`src/rtl/store_pkg.sv`:
```
// store_pkg: funct3 codes, FSM states and constants shared by the store sequencer.
package store_pkg;
  localparam logic [2:0] SB = 3'h0;
  localparam logic [2:0] SH = 3'h1;
  localparam logic [2:0] SW = 3'h2;
  localparam logic [31:0] ZERO = 32'b0;
  typedef enum logic [2:0] {IDLE, READ, WAIT, WRITE, DONE, ERR} state_t;
endpackage

```
`src/rtl/store_merge.sv`:
```
// store_merge: drops the SB byte / SH half of rs2_value into its lane of mem_read_data; SW passes rs2_value.
module store_merge
  import store_pkg::*;
(
  input  logic [2:0]  funct3,
  input  logic [1:0]  offset,
  input  logic [31:0] rs2_value,
  input  logic [31:0] mem_read_data,
  output logic [31:0] merged
);
  always_comb begin
    merged = mem_read_data;
    if (funct3 == SW) merged = rs2_value;
    else if (funct3 == SH) merged[{offset[1], 4'b0} +: 16] = rs2_value[15:0];
    else merged[{offset, 3'b0} +: 8] = rs2_value[7:0];
  end
endmodule

```
`src/rtl/store_rmw_sequencer.sv`:
```
// store_rmw_sequencer: SB/SH/SW store sequencer with read-modify-write onto a single-port word memory.
// STORE_BYTE_ENABLE_EN: adds mem_byte_enable and writes sub-word stores directly with lane enables.
module store_rmw_sequencer
  import store_pkg::*;
#(
  parameter int READ_TIMEOUT  = 16,
  parameter int TIMEOUT_WIDTH = 5
) (
  input  logic        clock,
  input  logic        reset_n,
  input  logic        store_valid,
  output logic        store_ready,
  input  logic [2:0]  funct3,
  input  logic [31:0] rs1_value,
  input  logic [31:0] rs2_value,
  input  logic [31:0] immediate12_store,
  output logic [31:0] mem_addr,
  output logic        mem_read_req,
  input  logic        mem_read_valid,
  input  logic [31:0] mem_read_data,
  output logic        mem_write_req,
  input  logic        mem_write_ready,
  output logic [31:0] mem_write_data,
`ifdef STORE_BYTE_ENABLE_EN
  output logic [3:0]  mem_byte_enable,
`endif
  output logic        store_done,
  output logic        store_error
);
`ifdef STORE_BYTE_ENABLE_EN
  localparam bit DIRECT = 1'b1;
`else
  localparam bit DIRECT = 1'b0;
`endif
  state_t state_q, state_d;
  logic [TIMEOUT_WIDTH-1:0] cnt_q, cnt_d;
  logic [1:0] off_q, off_d;
  logic [2:0] f3_q, f3_d;
  logic [31:0] rs2_q, rs2_d, addr_q, addr_d, wdata_q, wdata_d;
  logic ready_q, ready_d, rreq_q, rreq_d, wreq_q, wreq_d, done_q, done_d, err_q, err_d;
  logic [31:0] eff, merged, m_rs2, m_rd;
  logic [2:0] m_f3;
  logic [1:0] m_off;
  logic idle, accept, bad;

  assign eff    = rs1_value + immediate12_store;
  assign idle   = state_q == IDLE;
  assign accept = store_valid & ready_q;
  assign bad    = (funct3 > SW) || (funct3 == SH && eff[0]) || (funct3 == SW && eff[1:0] != 2'b00);

  // At accept the merge sees the live request with rs2 replicated as "old" data (byte-enable path);
  // in WAIT it sees the captured request against the real read data.
  assign m_f3  = idle ? funct3 : f3_q;
  assign m_off = idle ? eff[1:0] : off_q;
  assign m_rs2 = idle ? rs2_value : rs2_q;
  assign m_rd  = idle ? (m_f3 == SH ? {2{m_rs2[15:0]}} : {4{m_rs2[7:0]}}) : mem_read_data;

  store_merge u_merge (
    .funct3       (m_f3),
    .offset       (m_off),
    .rs2_value    (m_rs2),
    .mem_read_data(m_rd),
    .merged       (merged)
  );

  always_comb begin
    state_d = state_q;
    cnt_d   = cnt_q;
    off_d   = off_q;
    f3_d    = f3_q;
    rs2_d   = rs2_q;
    addr_d  = addr_q;
    wdata_d = wdata_q;
    case (state_q)
      IDLE: if (accept) begin
        off_d   = eff[1:0];
        f3_d    = funct3;
        rs2_d   = rs2_value;
        addr_d  = {eff[31:2], 2'b00};
        wdata_d = merged;
        state_d = bad ? ERR : (funct3 == SW || DIRECT) ? WRITE : READ;
      end
      READ: begin
        cnt_d   = '0;
        state_d = WAIT;
      end
      WAIT: begin
        cnt_d = cnt_q + 1'b1;
        if (mem_read_valid) begin
          wdata_d = merged;
          state_d = WRITE;
        end else if (cnt_q == TIMEOUT_WIDTH'(READ_TIMEOUT - 1)) state_d = ERR;
      end
      WRITE: if (mem_write_ready) state_d = DONE;
      default: state_d = IDLE;
    endcase
    ready_d = state_d == IDLE;
    rreq_d  = state_d == READ;
    wreq_d  = state_d == WRITE;
    done_d  = state_d == DONE;
    err_d   = state_d == ERR;
  end

  always_ff @(posedge clock or negedge reset_n) begin
    if (!reset_n) begin
      state_q <= IDLE;
      cnt_q   <= '0;
      off_q   <= '0;
      f3_q    <= '0;
      rs2_q   <= ZERO;
      addr_q  <= ZERO;
      wdata_q <= ZERO;
      ready_q <= 1'b1;
      rreq_q  <= 1'b0;
      wreq_q  <= 1'b0;
      done_q  <= 1'b0;
      err_q   <= 1'b0;
    end else begin
      state_q <= state_d;
      cnt_q   <= cnt_d;
      off_q   <= off_d;
      f3_q    <= f3_d;
      rs2_q   <= rs2_d;
      addr_q  <= addr_d;
      wdata_q <= wdata_d;
      ready_q <= ready_d;
      rreq_q  <= rreq_d;
      wreq_q  <= wreq_d;
      done_q  <= done_d;
      err_q   <= err_d;
    end
  end

`ifdef STORE_BYTE_ENABLE_EN
  logic [3:0] be_q, be_d;
  always_comb begin
    be_d = be_q;
    if (idle && accept) be_d = funct3 == SW ? 4'hF : funct3 == SH ? 4'b0011 << {eff[1], 1'b0} : 4'b0001 << eff[1:0];
  end
  always_ff @(posedge clock or negedge reset_n) begin
    if (!reset_n) be_q <= '0;
    else be_q <= be_d;
  end
  assign mem_byte_enable = be_q;
`endif

  assign store_ready    = ready_q;
  assign mem_addr       = addr_q;
  assign mem_read_req   = rreq_q;
  assign mem_write_req  = wreq_q;
  assign mem_write_data = wdata_q;
  assign store_done     = done_q;
  assign store_error    = err_q;
endmodule

```
`config.mk`:
```
export PLATFORM = sky130hd
export DESIGN_NAME = store_rmw_sequencer
export DESIGN_NICKNAME = d
export VERILOG_FILES = /design/src/rtl/store_pkg.sv /design/src/rtl/store_merge.sv /design/src/rtl/store_rmw_sequencer.sv
export SDC_FILE = /design/constraint.sdc
export NUM_CORES = 1
export LEC_CHECK = 0
export BUFFER_PORTS_ARGS = -buffer_cell sky130_fd_sc_hd__buf_2
export CAP_MARGIN = 10
export CORE_UTILIZATION = 45
export DETAILED_ROUTE_END_ITERATION = 8
export GPL_TIMING_DRIVEN = 0
export PLACE_DENSITY = 0.69
export SKIP_LAST_GASP = 1
export SLEW_MARGIN = 30
export SYNTH_ARGS = -nofsm -noshare
export SYNTH_HDL_FRONTEND = slang
export SYNTH_HIERARCHICAL = 1
export SYNTH_SLANG_ARGS = --single-unit
```
`constraint.sdc`:
```
create_clock -name clock -period 3.6 [get_ports clock]
set_input_delay 1.08 -clock clock [delete_from_list [all_inputs] [get_ports clock]]
set_output_delay 1.08 -clock clock [all_outputs]
set_load 0.02 [all_outputs]
```
== After elaboration in Yosys (flattened, before gate mapping) ==
Index checks and enable logic that the tools add are counted.
Cells by class
  add/subtract/negate cells: 4
  order comparisons: 1
  equality and inequality tests: 14
  shift-type cells: 4
  muxes and demuxes: 20
  bitwise logic cells: 1
  reduce and logical (&&, ||, !) cells: 11
Operator list (count)
  32-bit 2-to-1 mux: 7
  32-bit bitwise mux: 2
  32-bit one-hot mux with 2 select lines: 1
  32-bit adder: 1
  16-bit by 7-bit variable shift with 32-bit output, first input constant: 1
  8-bit by 7-bit variable shift with 32-bit output, first input constant: 1
  16-bit by 7-bit variable part select with 32-bit output: 1
  8-bit by 7-bit variable part select with 32-bit output: 1
  3-bit 2-to-1 mux: 6
  3-bit by 2-bit equality test with 1-bit output, second input constant: 5
  5-bit negator with 7-bit output: 2
  3-bit by 1-bit equality test with 1-bit output, second input constant: 4
  3-bit one-hot mux with 4 select lines: 1
  5-bit one-hot mux with 2 select lines: 1
  3-bit equality test, second input constant: 2
  3-bit zero test: 2
  2-bit nonzero test: 3
  5-bit by 1-bit adder with 5-bit output, second input constant: 1
  5-bit by 4-bit equality test with 1-bit output, second input constant: 1
  2-bit 2-to-1 mux: 2
  3-bit by 2-bit greater-than comparator with 1-bit output, second input constant: 1
  3-bit AND reduction: 1
  1-bit logical AND: 2
  1-bit logical OR: 2
  other kinds (4): 4
Storage, ports and cells
  flip-flop bits (word level): 112
  bits of input ports: 136
  output and inout port bits: 69

== Depth between registers and ports, before layout ==
Gate-level depths: netlist of run 1.
  depth after elaboration: 10
  depth in mapped cells: 15

== By module ==
Netlist of run 1, hierarchy kept.
Modules (own cells, without submodules)
  store_rmw_sequencer: instances 1, cells an instance 802, area an instance 6749.0 um^2, seq. area each 2803.9 um^2
  store_merge: instances 1, cells an instance 228, area an instance 1375.1 um^2, seq. area each 0.0 um^2

== Least setup slack after synthesis of run 1 ==
OpenSTA, ideal clock, no wires.
  path type: input to register
  from: input rs1_value[0]
  to: register wdata_q[16] (netlist: mem_write_data[16])
  arrival time: 3.520 ns
  setup slack: -0.044 ns
  cell stages on the path: 12
  cells stage by stage: ha_1 > inv_1 > fa_1 > o21ai_0 > buf_2 > inv_2 > ha_1 > and4_1 > clkbuf_1 > a221oi_1 > o21ai_1 > mux2_2
On the way
  cells in the longest elaborated chain, start to end: 9
  elaborated cells between the ends (all ways): 15
Ends and longest elaborated chain
  start, declared: line store_rmw_sequencer.sv:14  | input logic [31:0] rs1_value,
  32-bit adder (*): line store_rmw_sequencer.sv:46  | assign eff = rs1_value + immediate12_store;
  2-bit 2-to-1 mux (*): line store_rmw_sequencer.sv:54  | assign m_off = idle ? eff[1:0] : off_q;
  via m_off[1]: line store_rmw_sequencer.sv:43  | logic [1:0] m_off;
  5-bit negator with 7-bit output, on equally long branches: line store_merge.sv:14, store_merge.sv:15
  16-bit by 7-bit variable part select with 32-bit output, or another cell as far along: line store_merge.sv:14  | else if (funct3 == SH) merged[{offset[1], 4'b0} +: 16] = rs2_value[15:0];
  32-bit bitwise mux, on equally long branches: line store_merge.sv:14, store_merge.sv:15
  32-bit 2-to-1 mux (*): line store_merge.sv:14
  32-bit 2-to-1 mux (*): line store_merge.sv:13  | if (funct3 == SW) merged = rs2_value;
  via merged[16]: line store_rmw_sequencer.sv:41  | logic [31:0] eff, merged, m_rs2, m_rd;
  32-bit 2-to-1 mux, on equally long branches: line store_rmw_sequencer.sv:89, store_rmw_sequencer.sv:75
  32-bit one-hot mux with 2 select lines (*): line store_rmw_sequencer.sv:74  | case (state_q)
  end signal, assigned: line store_rmw_sequencer.sv:125  | wdata_q <= wdata_d;
  end, declared: line store_rmw_sequencer.sv:39  | logic [31:0] rs2_q, rs2_d, addr_q, addr_d, wdata_q, wdata_d;
Mark *: on every way through the listed nets, which the timed path passes. The rest lies on a longest branch. The select of a mux whose other input is x is not followed.
A chain may end at the register's enable or synchronous reset.

== Final worst setup path of run 1 ==
  from: input rs1_value[0]
  to: register wdata_q[1] (netlist: mem_write_data[1])
Same word-level chain as after synthesis.

==> results of run 1 <==
final timing paths:
kind	cells after the start	slack (ns)	endpoint	startpoint
worst max-delay path	13	0.05	mem_write_data[1]	rs1_value[0]
worst min-delay path	2	0.47	rs2_q[25]	rs2_q[25]
worst max register to register	14	0.18	mem_write_data[1]	state_q[2]
worst min register to register	2	0.47	rs2_q[25]	rs2_q[25]
max in group asynchronous	2	2.31	rs2_q[29]	reset_n
min in group asynchronous	1	0.64	rs2_q[12]	reset_n
tightest hold or removal path: stages, from the launching register on:
cell and delay [ns]:
dfrtp_1 0.34, nand2_1 0.05, nand2_1 0.05
kinds of logic after synthesis:
logic type | Yosys count | synth area share, %
compound gates | 251 | 19.90
xor+xnor | 28 | 3.019
fa+ha+maj | 39 | 6.099
buf+inv | 79 | 4.389
flops | 112 | 34.51
mux | 62 | 8.240
other cells | 1 | 0.04616
simple gates | 458 | 23.80
area by class of cell:
| type | count | area, sq um | area share [%] |
|---|---|---|---|
| Sequential cell | 112 | 2804 | 28.37 |
| Clock inverter | 5 | 62.56 | 0.6331 |
| Inverter | 20 | 75.07 | 0.7597 |
| Antenna cell | 1 | 2.502 | 0.02532 |
| Timing Repair Buffer | 207 | 1079 | 10.91 |
| Multi-Input combinational cell | 840 | 5039 | 50.99 |
| Buffer | 57 | 286.5 | 2.899 |
| Tap cell | 225 | 281.5 | 2.849 |
| Clock buffer | 11 | 252.7 | 2.558 |
state kept, by name (all words and copies together) (netlist names):
register and count:
state_q 3, store_ready 1, mem_read_req 1, store_done 1, rs2_q 32, store_error 1
off_q 2, f3_q 3, mem_write_req 1, cnt_q 5, mem_addr 30, mem_write_data 32
power by group through the flow:
stage                     Clock, mW  Combinational, mW  Sequential [mW]
final                          1.07               6.28             2.12
after global routing           1.14               6.84             2.19
after CTS                      1.09               6.08             2.12
after detailed placement          0               5.99             2.14
after global placement            0               5.90             2.13
after floorplan                   0               3.79             2.51
layer usage:
layer | track usage [%] | wire length, um | part of all wire (%) | vias up
met5 | 0 | 13 | 0.051 | -
li1 | - | - | - | 3968
met1 | 35.50 | 10960 | 43 | 3829
met4 | 10.80 | 640 | 2.5 | 2
met2 | 45.85 | 12040 | 47 | 320
met3 | 5.630 | 1927 | 7.5 | 37
through the flow:
| stage | setup TNS [ns] | utilization, % | power [mW] |
|---|---|---|---|
| 2_1_floorplan | 0 | - | 6.306 |
| 6_report | 0 | 56.54 | 9.467 |
| 3_5_place_dp | -14.02 | 54.12 | 8.126 |
| 5_1_grt | -0.001685 | 56.53 | 10.17 |
| 3_3_place_gp | -13.60 | 53.90 | 8.021 |
| 4_1_cts | -0.01236 | 56.09 | 9.287 |
Yosys cell counts (9+ instances only):
| library cell | number | area [sq um] |
|---|---|---|
| mux2i_1 | 23 | 230.2 |
| a221oi_1 | 9 | 78.83 |
| clkbuf_1 | 29 | 108.9 |
| nand2b_1 | 13 | 81.33 |
| mux2_2 | 36 | 405.4 |
| inv_1 | 19 | 71.32 |
| buf_2 | 18 | 90.09 |
| nor2b_1 | 18 | 112.6 |
| o21ai_0 | 41 | 205.2 |
| dfrtp_1 | 111 | 2778 |
| ha_1 | 38 | 475.5 |
| o22ai_1 | 15 | 93.84 |
| a21o_1 | 19 | 142.6 |
| a21oi_1 | 74 | 370.4 |
| xor2_1 | 15 | 131.4 |
| nand2_1 | 345 | 1295 |
| nor2_1 | 35 | 131.4 |
| o21ai_1 | 23 | 115.1 |
| xnor2_1 | 13 | 113.9 |
| o21a_1 | 17 | 127.6 |
timing repair:
action                                 in CTS  in global routing
setup buffers                               0                  4
endpoints found under the hold margin       0                  0
gates cloned                                0                  0
gates resized for setup                     7                 11
setup endpoints to repair                  32                 28
pin swaps                                   0                  2
==> results by group, run 1 <==
Run status
  • Status: complete, no violations

Timing
  • Min Hold Slack: 0.4749 ns
  • Final WS setup: 0.04871 ns
  • Relative slew slack: 52.82%
  • F_max: 0.2816 GHz
  • Final hold vios: 0
  • Final setup violation count: 0
  • Worst Tran Pin Value: 0.7078 ns
  • Fin crit share: 98.65%
  • Tmin final: 3.551 ns
  • Slew Viols, Final: 0
  • Worst-case clock skew: 0.01056 ns

Clocking
  • Clk Latency, worst-skew pair: 0.36 ns
  • Worst-path clk slew: 0.07 ns
  • Root Buffer Master: clkbuf_16
  • CTS tree: built
  • Clock Sinks: 112
  • H-tree level count: 3
  • Num CTS Buffers: 9
  • Hold buffer count at CTS: 0
  • Clock tree buffer depth: 2

Placement
  • Global placer's final weighted congestion: 0.9865
  • Placed cell areas: 0.009458 sq mm
  • PortBufs: 202
  • Placed cell count: 1459
  • Setup WS pre-CTS: -0.5484 ns
  • Post-DP HPWL: 19960 um

Detailed routing
  • Antenna viol nets, final: 0
  • DRC violations left: 0
  • Drt first pass iters: 5
  • Via-to-Cell Ratio: 5.518
  • Initial DRC Count: 584
  • Wire length per cell: 17.31 um
  • Final wirelength: 25590 um
  • Vias: 8156

Critical path
  • CP max-delay cell: fa_2
  • Largest stage delay, worst path: 0.59 ns
  • Critical path arrival: 3.79 ns
  • CP delay by family, top: adder cells
  • Worst Setup Start Kind: input port
  • CP Capture Type: flop
  • Number of buffers and inverters on the critical path: 4
  • Worst path required time: 3.84 ns
  • Crit Path Class: input port to flop
  • CP dominant cell by count: ha_1
  • Crit path max fanout: 8
  • CP Cell Sequence: buf_2 -> ha_1 -> inv_1 -> fa_2 -> o21ai_4 -> buf_6 -> inv_2 -> ha_1 -> and3b_1 -> a221o_1 -> nand2_1 -> o21ai_1 -> mux2_2

Synthesis
  • Ys Warns: 6
  • Predominant post-synthesis flop cell: dfrtp_1
  • Asr flop ratio synth: 100.0%
  • Post-Syn Area: 0.008124 sq mm
  • Sequential share of the synthesized area: 34.51%
  • Syn avg cell area: 7.887 sq um
  • Flops & latches, synth: 112
  • EDFF count, synth: 0
  • Cell count after synthesis: 1030
  • Netlist cell types: 77

Power and ir drop
  • Logic pwr share: 66.3%
  • Share of power burned in registers: 22.4%
  • VDD IR max: 0.4193 mV
  • Clock power frac: 11.3%
  • Leakage: 5.092 nW
  • Sw Share: 49.93%
  • Pint: 4.740 mW
  • Switching Power: 4.727 mW
  • PwrDens: 958.0 mW/mm^2

Floorplanning
  • Die footprint: 0.01860 sq mm
  • Row Count: 48
  • I/O Pins: 205
  • Die height: 136.4 um
  • Die width: 136.4 um
  • Initial Util: 46.48%
  • CORE AREA: 0.01748 sq mm

Global route
  • First-pass GRT wire length: 39410 um
  • Total GRT Usage: 27.79%
  • Number of global-route vias before repair: 7650
  • Initial antenna violation count: 3
  • Grt ovf: 0
  • Pin count of the biggest net entering global routing: 58

Cells and area
  • Commonest non-fill, non-tap cell in the layout: nand2_1
  • Area growth from synthesis to layout: 21.64%
  • Final Cell Area: 0.009882 sq mm
  • Fill count: 1710
  • Layout cells sized above 1: 25.72%
  • Nets: 1422
  • Most frequent cells in the layout: nand2_1 (345), buf_2 (217), dfrtp_1 (111), a21oi_1 (74), o21ai_0 (40)
  • Final non-filler cell total: 1478

Worst hold path
  • Worst hold path type: flop to flop

Job
  • Max-cap violations: 0
Note: power is estimated with default switching activity, not from simulation.
==> run 2, diff against run 1 <==
Settings changed: CORE_UTILIZATION 45 to 40, PLACE_DENSITY 0.69 to default, PLACE_DENSITY_LB_ADDON from default to 0.08.
==> results by group, run 2 (synthesis gave the netlist of run 1 again) <==
Run status
  • Status: complete, no violations

Detailed routing
  • DRC violations left: 0
  • Drt first pass iters: 5
  • Wire length per cell: 17.26 um
  • Initial DRC Count: 527
  • Via-to-Cell Ratio: 5.261
  • Antenna viol nets, final: 0
  • Final wirelength: 26220 um
  • Vias: 7992

Timing
  • TNS Setup: 0 ns
  • Final setup violation count: 0
  • F_max: 0.2840 GHz
  • Min Hold Slack: 0.4748 ns
  • Slew Viols, Final: 0
  • Final hold vios: 0
  • Fin crit share: 97.82%
  • Tmin final: 3.521 ns
  • Final WS setup: 0.07858 ns
  • Worst-case clock skew: 0.01106 ns
  • Worst Tran Pin Value: 0.7801 ns
  • Relative slew slack: 47.99%

Global route
  • GR met1 Demand/Resource: 33.91%
  • Initial antenna violation count: 2
  • Met3 usage: 3.146%
  • Total GRT Usage: 25.47%
  • First-pass GRT wire length: 40200 um
  • Number of global-route vias before repair: 7401
  • Met2 Usage GRT: 41.50%
  • Pin count of the biggest net entering global routing: 78
  • GRT busiest layer: met2
  • Grt ovf: 0

Job
  • Max-cap violations: 0

Floorplanning
  • Row Count: 51
  • Initial Util: 41.34%
  • CORE AREA: 0.01965 sq mm
  • Die width: 144.5 um
  • I/O Pins: 205
  • Die footprint: 0.02088 sq mm
  • Die height: 144.5 um

Clocking
  • Clk Latency, worst-skew pair: 0.36 ns
  • Root Buffer Master: clkbuf_16
  • Worst-path clk slew: 0.07 ns
  • CTS tree: built
  • Clock tree buffer depth: 2
  • H-tree level count: 3
  • Hold buffer count at CTS: 0
  • Num CTS Buffers: 9
  • Clock Sinks: 112

Power and ir drop
  • PwrDens: 965.8 mW/mm^2
  • VDD IR max: 0.3486 mV
  • Leakage: 5.103 nW
  • Overall Power: 9.604 mW

Critical path
  • Reg2reg start: state_q[2]
  • Worst path required time: 3.84 ns
  • CP Cell Sequence: buf_2 -> ha_1 -> inv_1 -> fa_2 -> o21ai_2 -> buf_4 -> inv_2 -> ha_1 -> and4_1 -> buf_2 -> a32oi_1 -> o2bb2ai_1 -> mux2_2
  • CP Launch Point: rs1_value[0]
  • Crit path max fanout: 8
  • R2R depth: 14
  • Worst R2R End: mem_write_data[14]
  • R2r setup slk: 0.19 ns
  • Worst Setup EP: mem_write_data[14]
  • Crit Path Class: input port to flop
  • CP max-delay cell: fa_2
  • Worst Setup Start Kind: input port
  • Largest stage delay, worst path: 0.48 ns
  • Critical path arrival: 3.76 ns
  • CP Capture Type: flop

Placement
  • Global placer's final weighted congestion: 0.9472
  • Placed cell count: 1499
  • Post-DP HPWL: 20420 um
  • PortBufs: 202
  • Setup WS pre-CTS: -0.6647 ns
  • Placed cell areas: 0.009508 sq mm

Cells and area
  • Commonest non-fill, non-tap cell in the layout: nand2_1
  • Area growth from synthesis to layout: 22.39%
  • Final non-filler cell total: 1519
  • Fin util: 50.59%
  • Most frequent cells in the layout: nand2_1 (345), buf_2 (216), dfrtp_1 (111), a21oi_1 (73), o21ai_0 (40)
  • Layout cells sized above 1: 25.86%
  • Final Cell Area: 0.009943 sq mm
  • Nets: 1423

Worst hold path
  • Hold Startpoint: mem_addr[25]
  • Worst hold path type: flop to flop
run 2: changes by cell type in the layout (fill, tap and decap cells not counted), moves of 2 or more:
cell / previous run / this run
a221oi_2: 6 / 4
clkbuf_1: 27 / 30
clkinvlp_4: 2 / 0
a221oi_1: 3 / 5
inv_6: 2 / 0
o22ai_1: 15 / 12
o22ai_2: 0 / 3
run 2: final cells by class:
type | count | area (sq um)
clock inverters | 2 | 38.79
repair buffers | 208 | 1099
plain buffers | 57 | 285.3
clock buffers | 14 | 264.0
flip-flops and latches | 112 | 2804
fillers | 2002 | 9711
inverters | 20 | 75.07
multi-input cells | 840 | 5044
well taps | 265 | 331.6
diodes | 1 | 2.502
run 2: how the worst min path moves through the flow:
stage | to | slack (ns) | cells past startpoint
after floorplan | f3_q[0] | 0.45 | 2
after global placement | mem_addr[19] | 0.45 | 2
after detailed placement | rs2_q[30] | 0.46 | 2
after CTS | off_q[0] | 0.48 | 2
after global routing | f3_q[2] | 0.50 | 2
final | mem_addr[25] | 0.47 | 2
run 2: what timing repair did:
action | CTS | global route
setup buffers | 1 | 4
endpoints found under the setup margin | 32 | 29
pin swaps | 1 | 1
gates resized for setup | 7 | 14
hold endpoints to repair | 0 | 0
run 2: power breakdown:
part / internal (mW) / switching [mW] / total (mW)
Sequential: 1.83 / 0.292 / 2.12
Clock: 0.581 / 0.464 / 1.05
Combinational: 2.39 / 4.04 / 6.43
Total: 4.81 / 4.80 / 9.60
run 2: routing by layer:
layer  wire length [um]  vias to the layer above  share of wire, %
met1              11950                     3707                46
li1                   -                     3968                 -
met2              11980                      273                46
met5                 14                        -             0.053
met4                916                        2               3.5
met3               1356                       42               5.2
run 2: critical path: cells and delay by family:
family / cells / cell delay [ns]
multiplexers: 1 / 0.30
adder cells (fa/ha/maj): 3 / 1.02
buffers and inverters: 5 / 0.66
AND/OR/NAND/NOR: 1 / 0.18
AO/OA/AOI/OAI: 3 / 0.53
